$ cat config.mk
export PLATFORM = sky130hd
export DESIGN_NAME = p_dispatch_ctrl_flat
export DESIGN_NICKNAME = d
export VERILOG_FILES = /design/src/rtl/p_dispatch_ctrl_if.sv /design/src/rtl/p_dispatch_ctrl.sv /design/src/flat_wrapper.sv
export SDC_FILE = /design/constraint.sdc
export NUM_CORES = 1
export LEC_CHECK = 0
export BUFFER_PORTS_ARGS = -buffer_cell sky130_fd_sc_hd__clkbuf_2
export CAP_MARGIN = 20
export CORE_UTILIZATION = 58
export CTS_BUF_LIST = sky130_fd_sc_hd__clkbuf_4 sky130_fd_sc_hd__clkbuf_8
export DETAILED_ROUTE_END_ITERATION = 7
export PLACE_DENSITY = 0.83
export SLEW_MARGIN = 40
export SYNTH_ARGS = -nofsm -noshare
export SYNTH_HDL_FRONTEND = slang
export SYNTH_SLANG_ARGS = --single-unit
$ cat constraint.sdc
create_clock -name clk -period 5.8 [get_ports clk]
set_input_delay 0.58 -clock clk [delete_from_list [all_inputs] [get_ports clk]]
set_output_delay 0.58 -clock clk [all_outputs]
set_load 0.02 [all_outputs]
$ cat src/rtl/p_dispatch_ctrl_if.sv
// rtl/p_dispatch_ctrl_if.sv - rename-side and issue-queue-side bus of the dispatch scheduler
// master drives rename slots and queue returns; slave is the scheduler.
interface p_dispatch_ctrl_if #(
  parameter int CW = 4
);
  logic [1:0]          r_valid_i;
  logic [1:0]          alu_type_i;
  logic [1:0]          mdu_type_i;
  logic [1:0]          lsu_type_i;
  logic                r_ready_o;
  logic [1:0][1:0]     alu_choose_o;
  logic [1:0]          mdu_choose_o;
  logic [1:0]          lsu_choose_o;
  logic [3:0]          q_valid_o;
  logic [3:0][1:0]     q_ret_i;
  logic [3:0][CW-1:0]  credit_o;

  modport master (
    output r_valid_i, alu_type_i, mdu_type_i, lsu_type_i, q_ret_i,
    input  r_ready_o, alu_choose_o, mdu_choose_o, lsu_choose_o, q_valid_o, credit_o
  );

  modport slave (
    input  r_valid_i, alu_type_i, mdu_type_i, lsu_type_i, q_ret_i,
    output r_ready_o, alu_choose_o, mdu_choose_o, lsu_choose_o, q_valid_o, credit_o
  );
endinterface

$ cat src/rtl/p_dispatch_ctrl.sv
// rtl/p_dispatch_ctrl.sv - credit-based dispatch scheduler for alu0/alu1/mdu/lsu issue queues
// Optional DISPATCH_PERF_CNT_EN adds perf_stall_o / perf_flush_o counters.
module p_dispatch_ctrl #(
  parameter int ALU_DEPTH    = 8,
  parameter int MDU_DEPTH    = 4,
  parameter int LSU_DEPTH    = 8,
  parameter int FLUSH_CYCLES = 2
) (
  input  logic                clk,
  input  logic                rst,
  input  logic                flush_i,
  p_dispatch_ctrl_if.slave    bus,
  output logic                err_o
`ifdef DISPATCH_PERF_CNT_EN
  ,
  output logic [31:0]         perf_stall_o,
  output logic [31:0]         perf_flush_o
`endif
);

  localparam int MAX_AM = (ALU_DEPTH > MDU_DEPTH) ? ALU_DEPTH : MDU_DEPTH;
  localparam int MAX_D  = (MAX_AM > LSU_DEPTH) ? MAX_AM : LSU_DEPTH;
  localparam int CW     = $clog2(MAX_D + 1);
  localparam int SW     = CW + 2;
  localparam int FCW    = (FLUSH_CYCLES > 1) ? $clog2(FLUSH_CYCLES) : 1;

  typedef enum logic {ST_RUN = 1'b0, ST_FLUSH = 1'b1} state_e;

  function automatic logic [SW-1:0] depth_of(input int q);
    case (q)
      0, 1:    depth_of = SW'(ALU_DEPTH);
      2:       depth_of = SW'(MDU_DEPTH);
      default: depth_of = SW'(LSU_DEPTH);
    endcase
  endfunction

  state_e             state_q, state_d;
  logic [FCW-1:0]     cnt_q, cnt_d;
  logic [3:0][CW-1:0] credit_q, credit_d;
  logic               tie_q, tie_d;
  logic               err_q, err_d;

  logic [1:0]         slot_alu, slot_mdu, slot_lsu, slot_bad;
  logic [1:0]         n_types;
  logic [1:0][1:0]    steer;
  logic               alu_q;
  logic               tie_used;
  logic [3:0][1:0]    demand;
  logic               credit_ok;
  logic               ready;
  logic [3:0][SW-1:0] sum;

  // Slot classification: exactly one type bit selects a queue; none is ROB-only.
  always_comb begin
    slot_alu = '0;
    slot_mdu = '0;
    slot_lsu = '0;
    slot_bad = '0;
    n_types  = '0;
    for (int s = 0; s < 2; s++) begin
      n_types     = 2'(bus.alu_type_i[s]) + 2'(bus.mdu_type_i[s]) + 2'(bus.lsu_type_i[s]);
      slot_bad[s] = bus.r_valid_i[s] && (n_types > 2'd1);
      slot_alu[s] = bus.r_valid_i[s] && (n_types == 2'd1) && bus.alu_type_i[s];
      slot_mdu[s] = bus.r_valid_i[s] && (n_types == 2'd1) && bus.mdu_type_i[s];
      slot_lsu[s] = bus.r_valid_i[s] && (n_types == 2'd1) && bus.lsu_type_i[s];
    end
  end

  always_comb begin
    steer    = '0;
    tie_used = 1'b0;
    alu_q    = 1'b0;
    if (slot_alu == 2'b11) begin
      steer[0][0] = 1'b1;
      steer[1][1] = 1'b1;
    end else if (|slot_alu) begin
      if (credit_q[0] > credit_q[1]) begin
        alu_q = 1'b0;
      end else if (credit_q[1] > credit_q[0]) begin
        alu_q = 1'b1;
      end else begin
        alu_q    = tie_q;
        tie_used = 1'b1;
      end
      steer[alu_q] = slot_alu;
    end
    demand[0] = {1'b0, steer[0][0]} + {1'b0, steer[0][1]};
    demand[1] = {1'b0, steer[1][0]} + {1'b0, steer[1][1]};
    demand[2] = {1'b0, slot_mdu[0]} + {1'b0, slot_mdu[1]};
    demand[3] = {1'b0, slot_lsu[0]} + {1'b0, slot_lsu[1]};
    credit_ok = 1'b1;
    for (int q = 0; q < 4; q++) begin
      if (credit_q[q] < CW'(demand[q])) credit_ok = 1'b0;
    end
  end

  // Output process: the whole pair pushes or nothing does.
  always_comb begin
    ready = (state_q == ST_RUN) && !rst && !flush_i && credit_ok && !(|slot_bad);
  end

  assign bus.r_ready_o       = ready;
  assign bus.alu_choose_o[0] = steer[0] & {2{ready}};
  assign bus.alu_choose_o[1] = steer[1] & {2{ready}};
  assign bus.mdu_choose_o    = slot_mdu & {2{ready}};
  assign bus.lsu_choose_o    = slot_lsu & {2{ready}};
  assign bus.q_valid_o       = {ready && |slot_lsu, ready && |slot_mdu,
                                ready && |steer[1], ready && |steer[0]};
  assign bus.credit_o        = credit_q;
  assign err_o               = err_q;

  always_comb begin
    state_d  = state_q;
    cnt_d    = cnt_q;
    credit_d = credit_q;
    tie_d    = tie_q;
    err_d    = err_q | (|slot_bad);
    sum      = '0;
    case (state_q)
      ST_RUN: begin
        for (int q = 0; q < 4; q++) begin
          sum[q] = SW'(credit_q[q]) + SW'(bus.q_ret_i[q]) - (ready ? SW'(demand[q]) : SW'(0));
          if (sum[q] > depth_of(q)) begin
            credit_d[q] = CW'(depth_of(q));
            err_d       = 1'b1;
          end else begin
            credit_d[q] = sum[q][CW-1:0];
          end
        end
        if (ready && tie_used) tie_d = ~tie_q;
        if (flush_i) begin
          state_d = ST_FLUSH;
          cnt_d   = FCW'(FLUSH_CYCLES - 1);
        end
      end
      default: begin
        // Returns are ignored while draining; credits are rebuilt from depths on exit.
        if (flush_i) begin
          cnt_d = FCW'(FLUSH_CYCLES - 1);
        end else if (cnt_q == '0) begin
          state_d = ST_RUN;
          for (int q = 0; q < 4; q++) credit_d[q] = CW'(depth_of(q));
        end else begin
          cnt_d = cnt_q - 1'b1;
        end
      end
    endcase
  end

  always_ff @(posedge clk) begin
    if (rst) begin
      state_q <= ST_RUN;
      cnt_q   <= '0;
      tie_q   <= 1'b0;
      err_q   <= 1'b0;
      for (int q = 0; q < 4; q++) credit_q[q] <= CW'(depth_of(q));
    end else begin
      for (int q = 0; q < 4; q++) begin
        assert (!ready || credit_q[q] >= CW'(demand[q]));
      end
      state_q  <= state_d;
      cnt_q    <= cnt_d;
      tie_q    <= tie_d;
      err_q    <= err_d;
      credit_q <= credit_d;
    end
  end

`ifdef DISPATCH_PERF_CNT_EN
  logic [31:0] perf_stall_q, perf_stall_d;
  logic [31:0] perf_flush_q, perf_flush_d;

  always_comb begin
    perf_stall_d = perf_stall_q;
    perf_flush_d = perf_flush_q;
    if (state_q == ST_RUN && |bus.r_valid_i && !ready) perf_stall_d = perf_stall_q + 32'd1;
    if (state_q == ST_FLUSH) perf_flush_d = perf_flush_q + 32'd1;
  end

  always_ff @(posedge clk) begin
    if (rst) begin
      perf_stall_q <= '0;
      perf_flush_q <= '0;
    end else begin
      perf_stall_q <= perf_stall_d;
      perf_flush_q <= perf_flush_d;
    end
  end

  assign perf_stall_o = perf_stall_q;
  assign perf_flush_o = perf_flush_q;
`endif

endmodule

$ cat src/flat_wrapper.sv
// flat-port wrapper written by rule: the top's interface ports become plain ports
module p_dispatch_ctrl_flat 
#(
  parameter int ALU_DEPTH    = 8,
  parameter int MDU_DEPTH    = 4,
  parameter int LSU_DEPTH    = 8,
  parameter int FLUSH_CYCLES = 2
)
  (clk, rst, flush_i, err_o, bus_r_valid_i, bus_alu_type_i, bus_mdu_type_i, bus_lsu_type_i, bus_q_ret_i, bus_r_ready_o, bus_alu_choose_o, bus_mdu_choose_o, bus_lsu_choose_o, bus_q_valid_o, bus_credit_o);
  p_dispatch_ctrl_if #(.CW((4))) bus_i ();
  input  logic clk;
  input  logic rst;
  input  logic flush_i;
  output logic err_o;
  input wire logic [$bits(bus_i.r_valid_i)-1:0] bus_r_valid_i;
  input wire logic [$bits(bus_i.alu_type_i)-1:0] bus_alu_type_i;
  input wire logic [$bits(bus_i.mdu_type_i)-1:0] bus_mdu_type_i;
  input wire logic [$bits(bus_i.lsu_type_i)-1:0] bus_lsu_type_i;
  input wire logic [$bits(bus_i.q_ret_i)-1:0] bus_q_ret_i;
  output wire logic [$bits(bus_i.r_ready_o)-1:0] bus_r_ready_o;
  output wire logic [$bits(bus_i.alu_choose_o)-1:0] bus_alu_choose_o;
  output wire logic [$bits(bus_i.mdu_choose_o)-1:0] bus_mdu_choose_o;
  output wire logic [$bits(bus_i.lsu_choose_o)-1:0] bus_lsu_choose_o;
  output wire logic [$bits(bus_i.q_valid_o)-1:0] bus_q_valid_o;
  output wire logic [$bits(bus_i.credit_o)-1:0] bus_credit_o;
  assign bus_i.r_valid_i = bus_r_valid_i;
  assign bus_i.alu_type_i = bus_alu_type_i;
  assign bus_i.mdu_type_i = bus_mdu_type_i;
  assign bus_i.lsu_type_i = bus_lsu_type_i;
  assign bus_i.q_ret_i = bus_q_ret_i;
  assign bus_r_ready_o = bus_i.r_ready_o;
  assign bus_alu_choose_o = bus_i.alu_choose_o;
  assign bus_mdu_choose_o = bus_i.mdu_choose_o;
  assign bus_lsu_choose_o = bus_i.lsu_choose_o;
  assign bus_q_valid_o = bus_i.q_valid_o;
  assign bus_credit_o = bus_i.credit_o;
  p_dispatch_ctrl #(.ALU_DEPTH(ALU_DEPTH), .MDU_DEPTH(MDU_DEPTH), .LSU_DEPTH(LSU_DEPTH), .FLUSH_CYCLES(FLUSH_CYCLES)) u_core (.clk(clk), .rst(rst), .flush_i(flush_i), .bus(bus_i), .err_o(err_o));
endmodule
After elaboration in Yosys (flattened, before gate mapping)
Index checks and enable logic that the tools add are counted.
- flip-flop bits (word level): 20
- word-level logic and storage cells: 128
- input port bits: 19
- memories kept: 0
- memory bits (read-only): 0
- bits in latches: 0
- memory bits (writable): 0
- divide/modulo/power cells: 0
- shift operators: 0
- equal/unequal tests: 5
- order comparisons: 14
- $add $sub $neg: 17
- bitwise operators: 8
- reduce and logical (&&, ||, !) cells: 32
- multipliers: 0
- mux-type cells: 44
- operators by type and width (operator ; number):
    $mux 16 ; 3
    $mux 1 ; 27
    $gt 6x6->1 ; 4
    $sub 6x6->6 ; 4
    $add 4x2->5 ; 4
    $logic_and 1x1->1 ; 20
    $mux 4 ; 5
    $lt 4x2->1 ; 4
    $add 1x1->2 ; 6
    $mux 2 ; 6
    $mux 6 ; 2
    $reduce_or 2->1 ; 6
    $and 2x2->2 ; 4
    $gt 4x4->1 ; 2
    $add 2x1->2 ; 2
    $and 4x4->4 ; 1
    $eq 2x1->1 const B ; 2
    $gt 2x1->1 const B ; 2
    $ne 2x2->1 const B ; 2
    $reduce_and 2->1 ; 2
    $logic_not 1->1 ; 3
    $demux 2 s1 ; 1
    $eq 2x2->1 const B ; 1
    $lt 1x2->1 const B ; 1
    other kinds (5) ; 6

Depth between registers and ports, before layout
Gate-level depths: netlist of the first run.
- depth in word-level cells: 31
- gate-level depth with buffers: 25
- mapped depth without buffers: 24

Worst setup path after synthesis of the first run
OpenSTA, ideal clock, no wires.
- kind: reg2reg
- start: register u_core.credit_q, in the netlist u_core.bus.credit_o[6]
- end: register u_core.err_q (netlist: u_core.err_o)
- stages on the path, launching flop included: 24
- library setup time: 120 ps
- required time: 5680 ps
- path slack: 649 ps
- data arrival time: 5031 ps
- path buffers: 1
- cells stage by stage: dfxtp_1 > clkbuf_1 > inv_1 > ha_1 > o21a_1 > o21a_1 > o21ai_0 > nand4_1 > inv_1 > ha_1 > inv_1 > ha_1 > a2111oi_0 > a21oi_1 > nand3_1 > inv_1 > and2_1 > ha_1 > fa_1 > mux2_2 > a31oi_1 > o221ai_2 > a211o_1 > o31a_1
- longest elaborated chain between the ends: 28
- elaborated cells on any way between the ends: 44
- those cells by class: add/sub (7); order compare (10); mux (23); bitwise (1); reduce/logical (3)
- ends and longest elaborated chain (what ; RTL line ; source):
    start, declared ; p_dispatch_ctrl.sv:39 ; logic [3:0][CW-1:0] credit_q, credit_d;
    start signal, assigned ; p_dispatch_ctrl.sv:165 ; credit_q <= credit_d;
    $gt 4x4->1 ; p_dispatch_ctrl.sv:79 ; end else if (credit_q[1] > credit_q[0]) begin
    $mux 1 ; p_dispatch_ctrl.sv:79 ;
    $mux 1 ; p_dispatch_ctrl.sv:77 ; if (credit_q[0] > credit_q[1]) begin
    $mux 1 ; p_dispatch_ctrl.sv:76 ; end else if (|slot_alu) begin
    $mux 1 ; p_dispatch_ctrl.sv:73 ; if (slot_alu == 2'b11) begin
    $lt 1x2->1 (not written as such) or $ge 1x1->1 (tied branches) ; p_dispatch_ctrl.sv:85 ; steer[alu_q] = slot_alu;
    $logic_and 1x1->1 (not written as such) ; p_dispatch_ctrl.sv:85 ;
    $mux 2 (not written as such) ; p_dispatch_ctrl.sv:85 ;
    [... 10 more ...] ; - ;
    $logic_and 1x1->1 (*) (2 in a row) ; p_dispatch_ctrl.sv:99 ; ready = (state_q == ST_RUN) && !rst && !flush_i && credit_ok && !(|slot_bad);
    via bus_r_ready_o ; flat_wrapper.sv:20 ; output wire logic [$bits(bus_i.r_ready_o)-1:0] bus_r_ready_o;
    $mux 2 ; p_dispatch_ctrl.sv:122 ; sum[q] = SW'(credit_q[q]) + SW'(bus.q_ret_i[q]) - (ready ? SW'(demand[q]) : SW'(0));
    $sub 6x6->6 ; p_dispatch_ctrl.sv:122 ;
    $gt 6x6->1 ; p_dispatch_ctrl.sv:123 ; if (sum[q] > depth_of(q)) begin
    $mux 1 (3 in a row) ; p_dispatch_ctrl.sv:123 ;
    $mux 1 (*) ; p_dispatch_ctrl.sv:123 ;
    $mux 1 (*) ; p_dispatch_ctrl.sv:119 ; case (state_q)
    end signal, assigned ; p_dispatch_ctrl.sv:164 ; err_q <= err_d;
    end, declared ; p_dispatch_ctrl.sv:41 ; logic err_q, err_d;
The timed path passes the listed nets; every way through them passes the cells marked *. The select of a mux whose other input is x is not followed.
A chain may end at the register's enable or synchronous reset.

Worst setup path in the final report of the first run
- start: register u_core.credit_q, in the netlist u_core.bus.credit_o[6]
- end: register u_core.err_q (netlist: u_core.err_o)
- longest elaborated chain between the ends: 28
- elaborated cells on any way between the ends: 44
- those cells by class: add/sub (7); order compare (10); mux (23); bitwise (1); reduce/logical (3)
- ends and longest elaborated chain (what ; RTL line ; source):
    $gt 4x4->1 ; p_dispatch_ctrl.sv:79 ;
    $mux 1 ; p_dispatch_ctrl.sv:79 ;
    $mux 1 ; p_dispatch_ctrl.sv:77 ;
    $mux 1 ; p_dispatch_ctrl.sv:76 ;
    $mux 1 ; p_dispatch_ctrl.sv:73 ;
    $lt 1x2->1 (not written as such) or $ge 1x1->1 (tied branches) ; p_dispatch_ctrl.sv:85 ;
    $logic_and 1x1->1 (not written as such) ; p_dispatch_ctrl.sv:85 ;
    $mux 2 (not written as such) ; p_dispatch_ctrl.sv:85 ;
    [... 6 more ...] ; - ;
    $mux 1 (4 in a row) ; p_dispatch_ctrl.sv:93 ; if (credit_q[q] < CW'(demand[q])) credit_ok = 1'b0;
    $logic_and 1x1->1 (2 in a row) ; p_dispatch_ctrl.sv:99 ;
    $mux 2 ; p_dispatch_ctrl.sv:122 ;
    $sub 6x6->6 ; p_dispatch_ctrl.sv:122 ;
    $gt 6x6->1 ; p_dispatch_ctrl.sv:123 ;
    $mux 1 (3 in a row) ; p_dispatch_ctrl.sv:123 ;
    $mux 1 (*) ; p_dispatch_ctrl.sv:123 ;
    $mux 1 (*) ; p_dispatch_ctrl.sv:119 ;
Every way passes the cells marked *; elsewhere a longest branch is shown, timed or not. The select of a mux whose other input is x is not followed.

==> impl_metrics.yaml, run 1 <==
yosys:
  synth_ff_type: "dfxtp_1"
  synth-edff-count: 0
  synth_seq_area_share_pct: 15.4
  syn-num-nets: 414
  async_flop_share_pct: 0
  postSynthAreaPerCell_sq_um: 7.37
  synth_area_leaders: "dfxtp_1, ha_1, fa_1, inv_1, nor2_1"
  yosys_warnings: 0
  synth_area_sq_mm: 0.00260
  yosysUniqueCellTypes: 59
  synth_top_area_share_pct: 15.4
  synthCells: 353
  synth_seq_cells: 20
  yosysTopAreaCell: "dfxtp_1"
worst_setup_path:
  cp.required_ps: 5960
  worst-setup-path-type: "reg -> reg"
  slowest_stage: "dfxtp_1"
  crit_start: "u_core.bus.credit_o[6]"
  crit_arrival_ps: 5590
  cp_cell_sequence: "inv_1 -> ha_1 -> o21a_1 -> o21a_1 -> o21ai_0 -> nand4_1 -> inv_1 -> ha_1 -> inv_1 -> ha_1 -> a2111oi_0 -> a21oi_1 -> nand3_1 -> inv_1 -> and2_1 -> ha_1 -> fa_1 -> mux2_2 -> a31oi_1 -> o221ai_2 -> a211o_1 -> o31a_1"
  reg2reg_from: "u_core.bus.credit_o[6]"
  cp-start-kind: "flip-flop"
  cp_num_buf_inv: 4
  path_delay_family: "compound AO/OA/AOI/OAI gates"
  cp_slowest_stage_delay_ps: 590
  critPathCaptureType: "flip-flop"
  cp_max_fo: 14
sta:
  layout_min_cycle_time_ps: 5440
  fmax_mhz: 184
  setup_viol: 0
  rsz0062_at_grt: "false"
  hold_viol: 0
  max_slew_margin_pct: 62.6
  worst_hold_slack_ps: 495
  layout_setup_ws_ps: 361
  tns_ps: 0
  finClkSkew_ps: 1.34
  fin_crit_sh_pct: 93.8
  tightest_slew_ps: 559
  slew_violations: 0
clock_tree:
  ctsHoldBuffers: 0
  cts_max_level: 1
  cts_tree: "done"
  clockBufferDepth: 2
  cts-buffers-inserted: 3
  cts.repair.resized: 0
  clk_latency_ps: 260
  cts_setup_buffers: 0
  clk_pin_slew_ps: 70
  cts_root_buf: "clkbuf_8"
  cts.sinks: 20
routing:
  dr.pass1.iters: 4
  drt-initial-drc-count: 81
  antenna_left: 0
  vias: 2646
  drc: 0
  wl_um: 6250
  wire_per_inst_um: 14.1
  vias_per_cell: 5.96
floorplanning:
  die_y_um: 69.0
  pin_count: 49
  die_area_sq_mm: 0.00476
  start_util_pct: 62.8
  coreArea_sq_mm: 0.00414
  row_count: 23
  dieWidth_um: 69.0
final_layout:
  area_growth_syn_to_layout_pct: 12.0
  diodes: 0
  final_cell_mix: "inv_1, clkbuf_2, nor2_1"
  nets: 456
  final_common_cell: "inv_1"
  drive_gt1_share_pct: 15.5
hold_path:
  hold_path_class: "reg -> reg"
  hp-start: "u_core.tie_q"
outcome:
  status: "finished, final reports clean"
grt:
  antenna_found_initial: 0
  grt_pass1_wl_um: 10100
  grt_usage_pct: 28.2
  grt_overflow_total: 0
  grt_max_degree: 21
  grt_pass1_vias: 2260
pwr:
  leakagePower_nw: 1.43
  ir_drop_mv: 0.153
  power_density_mw_per_mm2: 317
place:
  gp_congestion: 0.847
  dp_slack_ps: 384
  place_hpwl_um: 5030
  port_buffers: 48
run:
  drv_cap: 0
[worst paths after layout]
kind	end	slack [ps]	cells after the start
min	u_core.tie_q	500	2
max	u_core.err_o	360	22
min reg2reg	u_core.tie_q	500	2
max reg2reg	u_core.err_o	360	22
[metrics by stage]
stage                     cell area (sq um)  utilization, %  power [mW]  instances
after floorplan                        2600               -       0.678        353
after global placement                 2860            69.0       0.791        440
after detailed placement               2860            69.0       0.813        440
after CTS                              2920            70.4       0.923        444
after global routing                   2920            70.4        1.02        444
final                                  2920            70.4       0.925        444
[synth_stat cells (2+ instances only)]
cell type	number
o22ai_1	2
nand3_1	8
and3_1	3
nor4_1	2
and3b_1	2
nor2_1	42
and2_1	3
o31ai_1	2
nand2b_1	6
a22oi_1	4
o2bb2ai_1	2
fa_1	10
xnor2_1	6
or4_1	3
nand3b_1	2
a2bb2oi_1	2
dfxtp_1	20
o211ai_1	3
a311oi_1	2
nor2b_1	8
a21o_1	4
inv_1	53
mux2i_1	2
nor3_1	6
nand2_1	27
a21oi_1	22
and4_1	2
xor2_1	3
a211oi_1	2
o21a_1	5
o21ai_0	15
clkbuf_1	8
or3_1	3
ha_1	32
buf_2	2
a31oi_1	3
a22o_1	2
a32oi_1	2
a2111oi_0	3
o21bai_1	2
or2_2	5
[where the power goes]
part,internal [mW],switching (mW)
combinational,0.265,0.339
sequential,0.162,0.0503
clock,0.0605,0.0480
total,0.488,0.437
[sequential cells by signal, summed over array words and instances (netlist names)]
name,count
u_core.err_o,1
u_core.cnt_q,1
u_core.bus.credit_o,16
u_core.state_q,1
u_core.tie_q,1
[cell type report]
cell class / count / area (sq um)
clock buffer: 4 / 55.1
fill: 368 / 1230
inverter: 53 / 199
multi-input combinational: 268 / 1950
sequential: 20 / 400
tap: 50 / 62.6
timing repair buffer: 49 / 248
[per-layer routing]
metal,global-route usage (%),vias to the layer above,routed length [um]
met2,45.4,95,2860
met5,0,-,0
met3,4.93,12,351
li1,-,1306,-
met4,12.0,0,102
met1,36.8,1233,2940
[worst min-delay path, delay by kind of cell, from the launching register on]
kind               cells  cell delay [ps]
AOI/OAI and AO/OA      2              130
DFF                    1              330
[cell families (layout without fill, tap and decap cells)]
family	after synthesis	after routing	share of synthesized area [%]
adders and majority gates	42	42	23.1
muxes	3	3	1.20
and+or+nand+nor	124	124	23.1
buffers and inverters	65	106	9.66
xor gates and xnor gates	10	10	3.89
DFF	20	20	15.4
AOI/OAI and AO/OA	89	89	23.7
(Power assumes the default switching activity.)
==> run 2: changes to the inputs <==
--- a/config.mk
+++ b/config.mk
@@ -5,12 +5,13 @@
 export SDC_FILE = /design/constraint.sdc
 export NUM_CORES = 1
 export LEC_CHECK = 0
-export BUFFER_PORTS_ARGS = -buffer_cell sky130_fd_sc_hd__clkbuf_2
 export CAP_MARGIN = 20
-export CORE_UTILIZATION = 58
+export CORE_UTILIZATION = 60
 export CTS_BUF_LIST = sky130_fd_sc_hd__clkbuf_4 sky130_fd_sc_hd__clkbuf_8
 export DETAILED_ROUTE_END_ITERATION = 7
-export PLACE_DENSITY = 0.83
+export DONT_BUFFER_PORTS = 1
+export PLACE_DENSITY = 0.76
+export REMOVE_ABC_BUFFERS = 1
 export SLEW_MARGIN = 40
 export SYNTH_ARGS = -nofsm -noshare
 export SYNTH_HDL_FRONTEND = slang
==> impl_metrics.yaml, run 2 (same netlist as run 1, synthesis figures left out) <==
outcome:
  status: "finished, final reports clean"
worst_setup_path:
  cp_max_fo: 16
  cp.required_ps: 5980
  slowest_stage: "fa_1"
  cp_slowest_stage_delay_ps: 450
  worst-setup-path-type: "reg -> reg"
  r2r_setup_slack_ps: 600
  critPathCaptureType: "flip-flop"
  crit_arrival_ps: 5380
  cp-start-kind: "flip-flop"
final_layout:
  final_cell_mix: "inv_1, nor2_1, ha_1"
  largest_reg_flops: 16
  final_util_pct: 65.9
  diodes: 0
  final_common_cell: "inv_1"
  area_growth_syn_to_layout_pct: 3.41
  drive_gt1_share_pct: 4.58
  fin_area_sq_mm: 0.00269
  nFillCells: 385
  nets: 412
place:
  placed_cell_area_sq_mm: 0.00265
  gp_congestion: 0.850
  port_buffers: 0
  place_hpwl_um: 4870
  dp_slack_ps: 638
routing:
  vias_per_cell: 6.09
  wl_um: 6090
  vias: 2430
  wire_per_inst_um: 15.3
  antenna_left: 0
  drt-initial-drc-count: 95
  dr.pass1.iters: 4
  drc: 0
clock_tree:
  clockBufferDepth: 2
  cts_max_level: 1
  ctsHoldBuffers: 0
  cts_root_buf: "clkbuf_8"
  cts_tree: "done"
  cts_setup_buffers: 0
  cts-buffers-inserted: 3
  clk_pin_slew_ps: 80
  cts.sinks: 20
  clk_latency_ps: 260
  cts.repair.resized: 0
pwr:
  leakagePower_nw: 1.23
  ir_drop_mv: 0.198
  p_total_mw: 0.882
  power_density_mw_per_mm2: 328
sta:
  hold_viol: 0
  max_slew_margin_pct: 59.4
  finClkSkew_ps: 6.06
  tightest_slew_ps: 607
  rsz0062_at_grt: "false"
  layout_setup_ws_ps: 603
  setup_viol: 0
  tns_ps: 0
  fin_crit_sh_pct: 89.6
  fmax_mhz: 192
  layout_min_cycle_time_ps: 5200
  slew_violations: 0
grt:
  grt_pass1_vias: 2279
  grt_overflow_total: 0
  antenna_found_initial: 0
  grt_max_degree: 21
  grt_pass1_wl_um: 9850
  grt_usage_pct: 28.0
floorplanning:
  coreArea_sq_mm: 0.00409
  dieWidth_um: 67.9
  pin_count: 49
  die_area_sq_mm: 0.00460
  row_count: 23
  start_util_pct: 63.7
  die_y_um: 67.9
run:
  drv_cap: 0
hold_path:
  hold_path_class: "in -> reg"
==> run 2: metal layers <==
metal  GRT usage [%]  wire length [um]  vias up
met5               0                 0        -
met4            9.64               127        0
met3            5.17               252       12
met2            49.8              2950       62
met1            33.6              2760     1140
li1                -                 -     1216
==> run 2: critical path: cells and delay by family (launching register included) <==
family	cells	cell delay [ps]
AOI/OAI and AO/OA	9	2180
adders and majority gates	5	1350
buffers and inverters	6	670
and+or+nand+nor	5	620
DFF	1	310
==> run 2: path summary, 6_finish.rpt <==
kind,startpoint,end,cells after the start
worst min register to register,u_core.tie_q,u_core.tie_q,2
worst max-delay path,u_core.bus.credit_o[5],u_core.bus.credit_o[2],25
worst max register to register,u_core.bus.credit_o[5],u_core.bus.credit_o[2],25
worst min-delay path,rst,u_core.bus.credit_o[4],1
==> run 2: layout make-up <==
cell class	instances	area (sq um)	area share, %
tap	50	62.6	2.32
multi-input combinational	268	1950	72.5
timing repair buffer	5	37.5	1.39
inverter	53	199	7.39
clock buffer	3	41.3	1.53
sequential	20	400	14.9
==> run 2: stage by stage <==
step,std cells,hold WS (ps)
after floorplan,341,446
after detailed placement,396,468
after CTS,399,379
final,399,386
after global routing,399,374
after global placement,396,466
==> run 2: power by group <==
| group | switching [mW] | internal, mW | leakage [nW] |
|---|---|---|---|
| Combinational | 0.309 | 0.253 | 1.05 |
| Sequential | 0.0643 | 0.162 | 0.163 |
| Clock | 0.0469 | 0.0463 | 0.0216 |
| Total | 0.420 | 0.461 | 1.23 |
==> run 3: changes to the inputs <==
--- a/config.mk
+++ b/config.mk
@@ -5,6 +5,7 @@
 export SDC_FILE = /design/constraint.sdc
 export NUM_CORES = 1
 export LEC_CHECK = 0
+export ABC_AREA = 1
 export CAP_MARGIN = 20
 export CORE_UTILIZATION = 60
 export CTS_BUF_LIST = sky130_fd_sc_hd__clkbuf_4 sky130_fd_sc_hd__clkbuf_8
==> impl_metrics.yaml, run 3 <==
pwr:
  power_density_mw_per_mm2: 287
  p_total_mw: 0.719
  leakagePower_nw: 1.31
  ir_drop_mv: 0.178
final_layout:
  area_growth_syn_to_layout_pct: 3.30
  stdcell_count: 442
  nets: 457
  largest_reg_flops: 16
  final_cell_mix: "nand2_1, inv_1, nor2_1"
  drive_gt1_share_pct: 3.30
  diodes: 0
  final_common_cell: "nand2_1"
clock_tree:
  clk_latency_ps: 260
  cts-buffers-inserted: 3
  clk_pin_slew_ps: 70
  ctsHoldBuffers: 0
  cts_max_level: 1
  clockBufferDepth: 2
  cts_setup_buffers: 0
  cts.repair.resized: 0
  cts.sinks: 20
  cts_root_buf: "clkbuf_8"
  cts_tree: "done"
sta:
  rsz0062_at_grt: "false"
  setup_viol: 0
  slew_violations: 0
  max_slew_margin_pct: 51.7
  tightest_slew_ps: 716
  tns_ps: 0
  fmax_mhz: 217
  layout_min_cycle_time_ps: 4610
  fin_crit_sh_pct: 79.5
  hold_viol: 0
  finClkSkew_ps: 5.04
yosys:
  synthTopCellsByCount: "nand2_1, inv_1, nor2_1, ha_1, a21oi_1"
  yosys.area_share.simple_pct: 36.3
  synth_area_leaders: "dfxtp_1, ha_1, nand2_1, inv_1, fa_1"
  synthCells: 396
  synth_seq_area_share_pct: 16.5
  synth.mux.area_fraction_pct: 0
  yosysTopAreaCell: "dfxtp_1"
  postSynthAreaPerCell_sq_um: 6.12
  synth_seq_cells: 20
  synth-edff-count: 0
  synth_area_sq_mm: 0.00242
  synth_top_family_by_area: "simple AND/OR/NAND/NOR gates"
  yosysUniqueCellTypes: 24
  synth_top_area_share_pct: 16.5
  synth_xor_area_share_pct: 0
  async_flop_share_pct: 0
  synth-compound-area-share_pct: 8.93
  synth.most_common_cell: "nand2_1"
  yosys_warnings: 0
  synth_ff_type: "dfxtp_1"
  synthAdderAreaFrac_pct: 24.8
worst_setup_path:
  cp_max_fo: 19
  worst-setup-path-type: "reg -> reg"
  r2r_setup_slack_ps: 1190
  crit_top_cell: "nand2_1"
  cp.required_ps: 5950
  slowest_stage: "dfxtp_1"
  cp-start-kind: "flip-flop"
  critPathCaptureType: "flip-flop"
  cp_slowest_stage_delay_ps: 510
  crit_arrival_ps: 4760
outcome:
  status: "finished, final reports clean"
floorplanning:
  coreArea_sq_mm: 0.00377
  dieWidth_um: 65.6
  start_util_pct: 64.3
  pin_count: 49
  die_y_um: 65.6
  die_area_sq_mm: 0.00430
  row_count: 22
run:
  drv_cap: 0
grt:
  grt_overflow_total: 0
  grt_max_degree: 20
  grt_pass1_vias: 2256
  grt_pass1_wl_um: 9620
  antenna_found_initial: 0
  grt_usage_pct: 28.7
routing:
  wire_per_inst_um: 12.3
  drc: 0
  drt-initial-drc-count: 128
  antenna_left: 0
  vias: 2339
  vias_per_cell: 5.29
  dr.pass1.iters: 4
  wl_um: 5430
place:
  gp_congestion: 0.830
  dp_cells: 439
  port_buffers: 0
  place_hpwl_um: 4500
hold_path:
  hold_path_class: "in -> reg"
run 3: final timing paths:
path,cells past startpoint,from,to
setup reg to reg,30,u_core.bus.credit_o[5],u_core.bus.credit_o[3]
hold / removal,1,rst,u_core.bus.credit_o[6]
setup / recovery,30,u_core.bus.credit_o[5],u_core.bus.credit_o[3]
hold reg to reg,2,u_core.tie_q,u_core.tie_q
run 3: power by group:
group          internal, mW  total (mW)  switching (mW)
registers             0.161       0.232          0.0706
logic                 0.150       0.397           0.247
clock network        0.0463      0.0903          0.0440
run 3: metal layers:
metal	up-vias	routed length (um)	global-route usage [%]	part of all wire, %
met4	0	50	3.53	0.92
met5	-	0	0	0
met1	1047	2590	37.8	48
met2	54	2420	49.1	45
li1	1233	-	-	-
met3	5	366	5.90	6.7
run 3: logic make-up after synthesis:
logic type / Yosys count
AND/OR/NAND/NOR: 206
adder cells (fa/ha/maj): 42
buffers and inverters: 86
AO/OA/AOI/OAI: 42
flip-flops: 20
run 3: final cells by class:
type,count,area [sq um]
Clock buffer,3,41.3
Fill cell,388,1270
Inverter,81,304
Multi-Input combinational cell,290,1700
Sequential cell,20,400
Tap cell,48,60.1
run 3: through the flow:
step / instance area, sq um / utilization, % / worst slack (ps) / hold WS, ps
after floorplan: 2400 / - / 1650 / 441
after global placement: 2460 / 65.3 / 1080 / 462
after detailed placement: 2460 / 65.3 / 1050 / 468
after CTS: 2500 / 66.4 / 1140 / 373
after global routing: 2500 / 66.4 / 615 / 369
final: 2500 / 66.4 / 1190 / 376
run 3: critical path: cells and delay by family, from the launching register on:
kind            cells  cell delay (ps)
simple gates       15             1650
fa+ha+maj           5             1320
buf+inv             7              660
flops               1              510
compound gates      3              370
